$ cat src/rtl/tx_stream_pkg.sv
// tx_stream_pkg: shared FSM state type and address-width helper for tx_stream.
package tx_stream_pkg;

    typedef enum logic [2:0] {IDLE, READ, LOAD, SEND, DONE} tx_state_t;

    function automatic int addr_width(input int n);
        return (n > 1) ? $clog2(n) : 1;
    endfunction

endpackage

$ cat src/rtl/tx_stream_fsm.sv
// tx_stream_fsm: frame sequencing state machine and its output decode.
module tx_stream_fsm
    import tx_stream_pkg::*;
(
    input  logic clk,
    input  logic rst_n,
    input  logic i_start,
    input  logic i_last_bit,
    input  logic i_last_word,
    output logic o_clr,
    output logic o_load,
    output logic o_mem_rd,
    output logic o_tx_valid,
    output logic o_tx_finish,
    output logic o_busy
);

    tx_state_t r_state, w_next;

    always_ff @(posedge clk or negedge rst_n) begin
        if (!rst_n) r_state <= IDLE;
        else        r_state <= w_next;
    end

    always_comb begin
        w_next      = r_state;
        o_clr       = 1'b0;
        o_load      = r_state == LOAD;
        o_mem_rd    = r_state == READ;
        o_tx_valid  = r_state == SEND;
        o_tx_finish = r_state == DONE;
        o_busy      = r_state != IDLE;
        unique case (r_state)
            IDLE: begin
                o_clr = i_start;
                if (i_start) w_next = READ;
            end
            READ: w_next = LOAD;
            LOAD: w_next = SEND;
            SEND: if (i_last_bit) w_next = i_last_word ? DONE : READ;
            DONE: w_next = IDLE;
            default: w_next = IDLE;
        endcase
    end

endmodule

$ cat src/rtl/tx_stream.sv
// tx_stream: streams NUM_WORDS memory words as a valid/ready serial bit stream.
// Define TX_STREAM_PARITY_EN to append an even-parity bit after each word.
module tx_stream
    import tx_stream_pkg::*;
#(
    parameter int DATA_WIDTH = 8,
    parameter int NUM_WORDS  = 4,
    parameter bit LSB_FIRST  = 1'b1
) (
    input  logic                             clk,
    input  logic                             rst_n,
    input  logic                             i_start,
    input  logic                             i_rx_ready,
    output logic                             o_mem_rd,
    output logic [addr_width(NUM_WORDS)-1:0] o_mem_addr,
    input  logic [DATA_WIDTH-1:0]            i_mem_q,
    output logic                             o_tx_data,
    output logic                             o_tx_valid,
    output logic                             o_tx_finish,
    output logic                             o_busy
);

    localparam int AW = addr_width(NUM_WORDS);
`ifdef TX_STREAM_PARITY_EN
    localparam int BPW = DATA_WIDTH + 1;
`else
    localparam int BPW = DATA_WIDTH;
`endif
    localparam int CW = $clog2(DATA_WIDTH + 2);

    logic [BPW-1:0] r_shift, w_word;
    logic [CW-1:0]  r_bit_cnt;
    logic [AW-1:0]  r_addr;
    logic           w_clr, w_load, w_hs, w_last_bit, w_last_word;

`ifdef TX_STREAM_PARITY_EN
    // Parity sits at whichever end of the register is shifted out last.
    assign w_word = LSB_FIRST ? {^i_mem_q, i_mem_q} : {i_mem_q, ^i_mem_q};
`else
    assign w_word = i_mem_q;
`endif

    assign w_hs        = o_tx_valid & i_rx_ready;
    assign w_last_bit  = w_hs & (r_bit_cnt == CW'(BPW - 1));
    assign w_last_word = r_addr == AW'(NUM_WORDS - 1);
    assign o_mem_addr  = o_mem_rd ? r_addr : '0;
    assign o_tx_data   = o_tx_valid & (LSB_FIRST ? r_shift[0] : r_shift[BPW-1]);

    tx_stream_fsm u_fsm (
        .clk        (clk),
        .rst_n      (rst_n),
        .i_start    (i_start),
        .i_last_bit (w_last_bit),
        .i_last_word(w_last_word),
        .o_clr      (w_clr),
        .o_load     (w_load),
        .o_mem_rd   (o_mem_rd),
        .o_tx_valid (o_tx_valid),
        .o_tx_finish(o_tx_finish),
        .o_busy     (o_busy)
    );

    always_ff @(posedge clk or negedge rst_n) begin
        if (!rst_n) begin
            r_shift   <= '0;
            r_bit_cnt <= '0;
            r_addr    <= '0;
        end else begin
            if (w_load)    r_shift <= w_word;
            else if (w_hs) r_shift <= LSB_FIRST ? r_shift >> 1 : r_shift << 1;
            if (w_load)    r_bit_cnt <= '0;
            else if (w_hs) r_bit_cnt <= r_bit_cnt + CW'(1);
            if (w_clr)                           r_addr <= '0;
            else if (w_last_bit && !w_last_word) r_addr <= r_addr + AW'(1);
        end
    end

endmodule

$ cat config.mk
export PLATFORM = sky130hd
export DESIGN_NAME = tx_stream
export DESIGN_NICKNAME = d
export VERILOG_FILES = /design/src/rtl/tx_stream_pkg.sv /design/src/rtl/tx_stream_fsm.sv /design/src/rtl/tx_stream.sv
export SDC_FILE = /design/constraint.sdc
export NUM_CORES = 1
export LEC_CHECK = 0
export BUFFER_PORTS_ARGS = -buffer_cell sky130_fd_sc_hd__buf_2
export CORE_UTILIZATION = 52
export CTS_CLUSTER_SIZE = 25
export DETAILED_ROUTE_END_ITERATION = 16
export GPL_TIMING_DRIVEN = 0
export PLACE_DENSITY = 0.77
export SYNTH_ARGS = -nofsm -noshare
export SYNTH_HDL_FRONTEND = slang
export SYNTH_SLANG_ARGS = --single-unit
$ cat constraint.sdc
create_clock -name clk -period 1.55 [get_ports clk]
set_input_delay 0.31 -clock clk [delete_from_list [all_inputs] [get_ports clk]]
set_output_delay 0.31 -clock clk [all_outputs]
set_load 0.05 [all_outputs]
Word-level counts from Yosys, hierarchy flattened. Index checks and enable logic that the tools add are counted.

ROM bits: 0. Memory bits (writable): 0. Bits in registers: 17. Latch bits: 0. Memories kept: 0.

$mul: 0. Divide/modulo/power cells: 0. $add $sub $neg: 2. Mux-type cells: 12. Bitwise operators: 3. Order comparisons: 0. Shift-type cells: 0. Eq/ne operators: 8. Reductions and logical operators: 7.

Operator list (count): $mux W8 (2); $pmux W3 S4 (1); $mux W3 (3); $mux W4 (2); $eq A3 B2 Y1 const B (2); $mux W2 (3); $add A4 B1 Y4 const B (1); $eq A4 B3 Y1 const B (1); $reduce_bool A2 Y1 (2); $and A1 B1 Y1 (3); $eq A3 B1 Y1 const B (1); $eq A3 B3 Y1 const B (1); $logic_not A3 Y1 (1); $reduce_bool A3 Y1 (1); $add A2 B1 Y2 const B (1); $eq A2 B2 Y1 const B (1); $ne A2 B1 Y1 const B (1); $ne A2 B2 Y1 const B (1); $reduce_and A2 Y1 (1); $logic_and A1 B1 Y1 (1); $logic_not A1 Y1 (1); $mux W1 (1).

Depth between registers and ports, before layout.
Depth after elaboration: 6. Gate-level depth with buffers: 5. Mapped depth without buffers: 4.

Hierarchy. A second synthesis with hierarchy kept.

Cell total of the unflattened synthesis: 83. Area total of the unflattened synthesis: 872.1 sq um.

Modules (own cells, without submodules): tx_stream (cells each 67, area each 700.7 sq um, times used 1, seq. area each 350.3 sq um); tx_stream_fsm (cells each 16, area each 171.4 sq um, times used 1, seq. area each 75.1 sq um).

Worst setup path before layout. OpenSTA, ideal clock, no wires.

Path type: register to output. From: register u_fsm.r_state[2]. To: output port o_mem_addr[0]. Slack: -1.133 ns. Arrival time: 2.373 ns. Buffers on the path: 1. Cell stages (with the launch flop): 4. Path through: dfrtp_1 -> buf_4 -> nor3b_1 -> and2_1.

Cells in the longest elaborated chain, start to end: 2.

Ends and longest elaborated chain: start, declared (line tx_stream_fsm.sv:18) `tx_state_t r_state, w_next;`; start signal, assigned (line tx_stream_fsm.sv:22) `else r_state <= w_next;`; $eq A3 B1 Y1 (line tx_stream_fsm.sv:29) `o_mem_rd = r_state == READ;`; net o_mem_rd (line tx_stream.sv:14) `output logic o_mem_rd,`; $mux W2 (line tx_stream.sv:46) `assign o_mem_addr = o_mem_rd ? r_addr : '0;`; end, declared (line tx_stream.sv:15) `output logic [addr_width(NUM_WORDS)-1:0] o_mem_addr,`.

The timed path passes the listed nets, and every way through them passes these cells.

Final worst setup path.
From: register u_fsm.r_state[2]. To: output port o_mem_addr[1].

Cells in the longest elaborated chain, start to end: 2.

Ends and longest elaborated chain (line): $eq A3 B1 Y1 (tx_stream_fsm.sv:29); $mux W2 (tx_stream.sv:46).

Every way passes these cells.

==> qor.txt <==
Syn Nets -> 100
Drt total wl -> 3140 um
TritonRoute pass-1 iters -> 4
#FFs+latches synth -> 17
CP endpoint kind -> output pin
Count of cell types in the netlist -> 32
Worst R2R Start -> u_fsm.r_state[2]
Synth warnings -> 0
Number of global-route vias before repair -> 708
P per Cell Area -> 2040 nW/um^2
Post-route insts no fill -> 146
Asr flop ratio synth -> 100%
CTS clk-pin slew, worst paths -> 0.12 ns
Gr usage total -> 22.8%
Critical path peak fanout -> 6
Crit-path slowest cell -> dfrtp_1
Largest net degree at the start of global routing -> 18
First-pass GRT wire length -> 3110 um
Iter 0 DRT Violations -> 27
Synthesized area -> 883 sq um
CTS Sinks -> 17
Fin nets -> 145
Pwr Total -> 2.93 mW
Top post-synthesis cells by area -> dfrtp_1 (48%), nor2_1 (7.2%), a221oi_1 (6.9%)
Initial antenna violation count -> 0
DIE WIDTH -> 43.2 um
Max-cap check violation count -> 0
Crit-path max cell delay -> 0.44 ns
Synth top area share -> 48.2%
Grt total ovfl -> 0
Seq/Total Area, Yosys -> 48.2%
Vias per std cell -> 6.08
Port bufs -> 18
Max Slew Vio Count -> 0
# rows -> 14
Setup TNS -> -1.82 ns
CTS tree -> done
Clk Latency, worst-skew pair -> 0.30 ns
Cell taking the most area after synthesis -> dfrtp_1
Dominant synthesized flop cell -> dfrtp_1
Status -> finished, violations left
Placed inst area -> 1010 sq um
Number of I/O pins -> 19
WL per Instance -> 21.5 um
Core area -> 1540 sq um
Initial core utilization -> 57.3%
CTS H-tree depth -> 1
FF-to-FF End -> r_bit_cnt[0]
Cts bufs inserted -> 3
Worst r2r path cells -> 7
Dpl cells -> 120
WP data arrival -> 1.48 ns
Hold Crit Start -> i_mem_q[7]
Post-route ant nets -> 0
RSZ-0062 raised after global routing -> true
HPWL after detailed placement -> 1150 um
Clock Skew -> 0.00967 ns
Die ar. -> 1870 sq um
Share of cells above drive strength 1 -> 60.0%
CP Launch Type -> flop
Hold Crit Class -> in2reg
Tmin final -> 1.79 ns
Die boundary height -> 43.2 um
Max transition margin -> 73.9%
Worst path cell trace -> buf_6 > nor3b_4 > and2_4 > buf_8
FMAX -> 558 MHz
Hold endpoint -> r_shift[7]
Mapped Cells -> 86
Clk root buf -> clkbuf_4
Reg-to-reg setup timing slack -> -0.10 ns
Pleak -> 0.664 nW
Worst hold stages -> 2
Max clock buf depth -> 2
Area delta synth->final -> 62.7%
Post-route cell area -> 1440 sq um
Routability cong. -> 0.764
Post-route setup slack -> -0.242 ns
Violated checks -> negative setup slack
Post-route DRC -> 0
Final Cycle Share -> 116%
Syn Area/Cell -> 10.3 sq um
Crit path required time -> 1.24 ns
Fin. Hold Viols -> 0
Post-layout util -> 93.3%
Measured slew at the worst slew-check pin -> 0.391 ns
Diode count -> 0
Number of enable flip-flop cells after synthesis -> 0
Final setup fails -> 20
Vias -> 888
Worst vdd ir -> 1700 uV
Critical path type -> reg2out
Commonest cells in the netlist -> dfrtp_1 (17), nor2_1 (17), a221oi_1 (7)
## worst max-delay path, delay by kind of cell (launching register included)
family / cells / cell delay, ns
simple gates: 2 / 0.46
flops: 1 / 0.44
buf+inv: 2 / 0.29
## cell usage in the layout (no fill, tap or decap), drive strengths merged, types with 2 or more instances in the layout
cell type / Yosys / final
buf: 6 / 45
nor2: 18 / 18
dfrtp: 17 / 17
a221oi: 7 / 7
nor3b: 5 / 5
nand2: 4 / 4
and2: 3 / 3
mux2i: 3 / 3
clkbuf: 0 / 3
a22o: 2 / 2
inv: 2 / 2
ha: 2 / 2
## worst max-delay path by stage
stage,start,endpoint,cells past startpoint
global route,u_fsm.r_state[2],o_mem_addr[1],4
CTS,u_fsm.r_state[2],o_mem_addr[0],4
finish,u_fsm.r_state[2],o_mem_addr[1],4
floorplan,u_fsm.r_state[2],o_mem_addr[0],3
global placement,u_fsm.r_state[2],r_bit_cnt[2],4
detailed placement,u_fsm.r_state[2],r_bit_cnt[2],4
## cells by family after synthesis
logic type,Yosys count,synth area share (%)
AOI/OAI and AO/OA,14,12.7
adders and majority gates,2,2.83
buffers and inverters,8,5.52
DFF,17,48.2
muxes,3,3.40
and+or+nand+nor,42,27.3
## state kept, by name, summed over array words and instances, names as in the netlist
signal / flops
u_fsm.r_state: 3
r_bit_cnt: 4
r_addr: 2
r_shift: 8
## layer usage
layer  vias up  GRT usage (%)  share of wire, %
met2        45           36.7                53
met3         6           3.40               6.2
met4         0           10.3               2.0
met1       437           30.1                39
li1        400              -                 -
met5         -              0                 0
## timing repair
item	CTS	global route
setup endpoints to repair	7	19
cloned	0	2
gates resized for setup	19	47
pin swaps	3	12
hold endpoints to repair	17	0
hold buffers	1	0
buffers inserted	6	15
## power by group
group | internal (mW) | total (mW) | switching (mW) | leakage [nW]
registers | 0.628 | 0.808 | 0.180 | 0.209
clock network | 0.0960 | 0.257 | 0.161 | 0.0177
logic | 0.928 | 1.86 | 0.935 | 0.437
## stage by stage
stage | hold WS (ns) | setup slack [ns]
after floorplan | 0.0144 | -0.334
after CTS | 0.225 | -0.144
after global placement | 0.253 | 0.0577
after global routing | 0.239 | -0.274
after detailed placement | 0.256 | 0.0678
final | 0.239 | -0.242
## cell type report
class | count | area, sq um
sequential | 17 | 425
multi-input combinational | 61 | 551
timing repair buffer | 41 | 350
buffer | 5 | 56.3
clock inverter | 1 | 5.00
inverter | 2 | 7.51
clock buffer | 3 | 22.5
fill | 44 | 104
tap | 16 | 20.0
No activity file was read; power rests on OpenSTA's default activity.
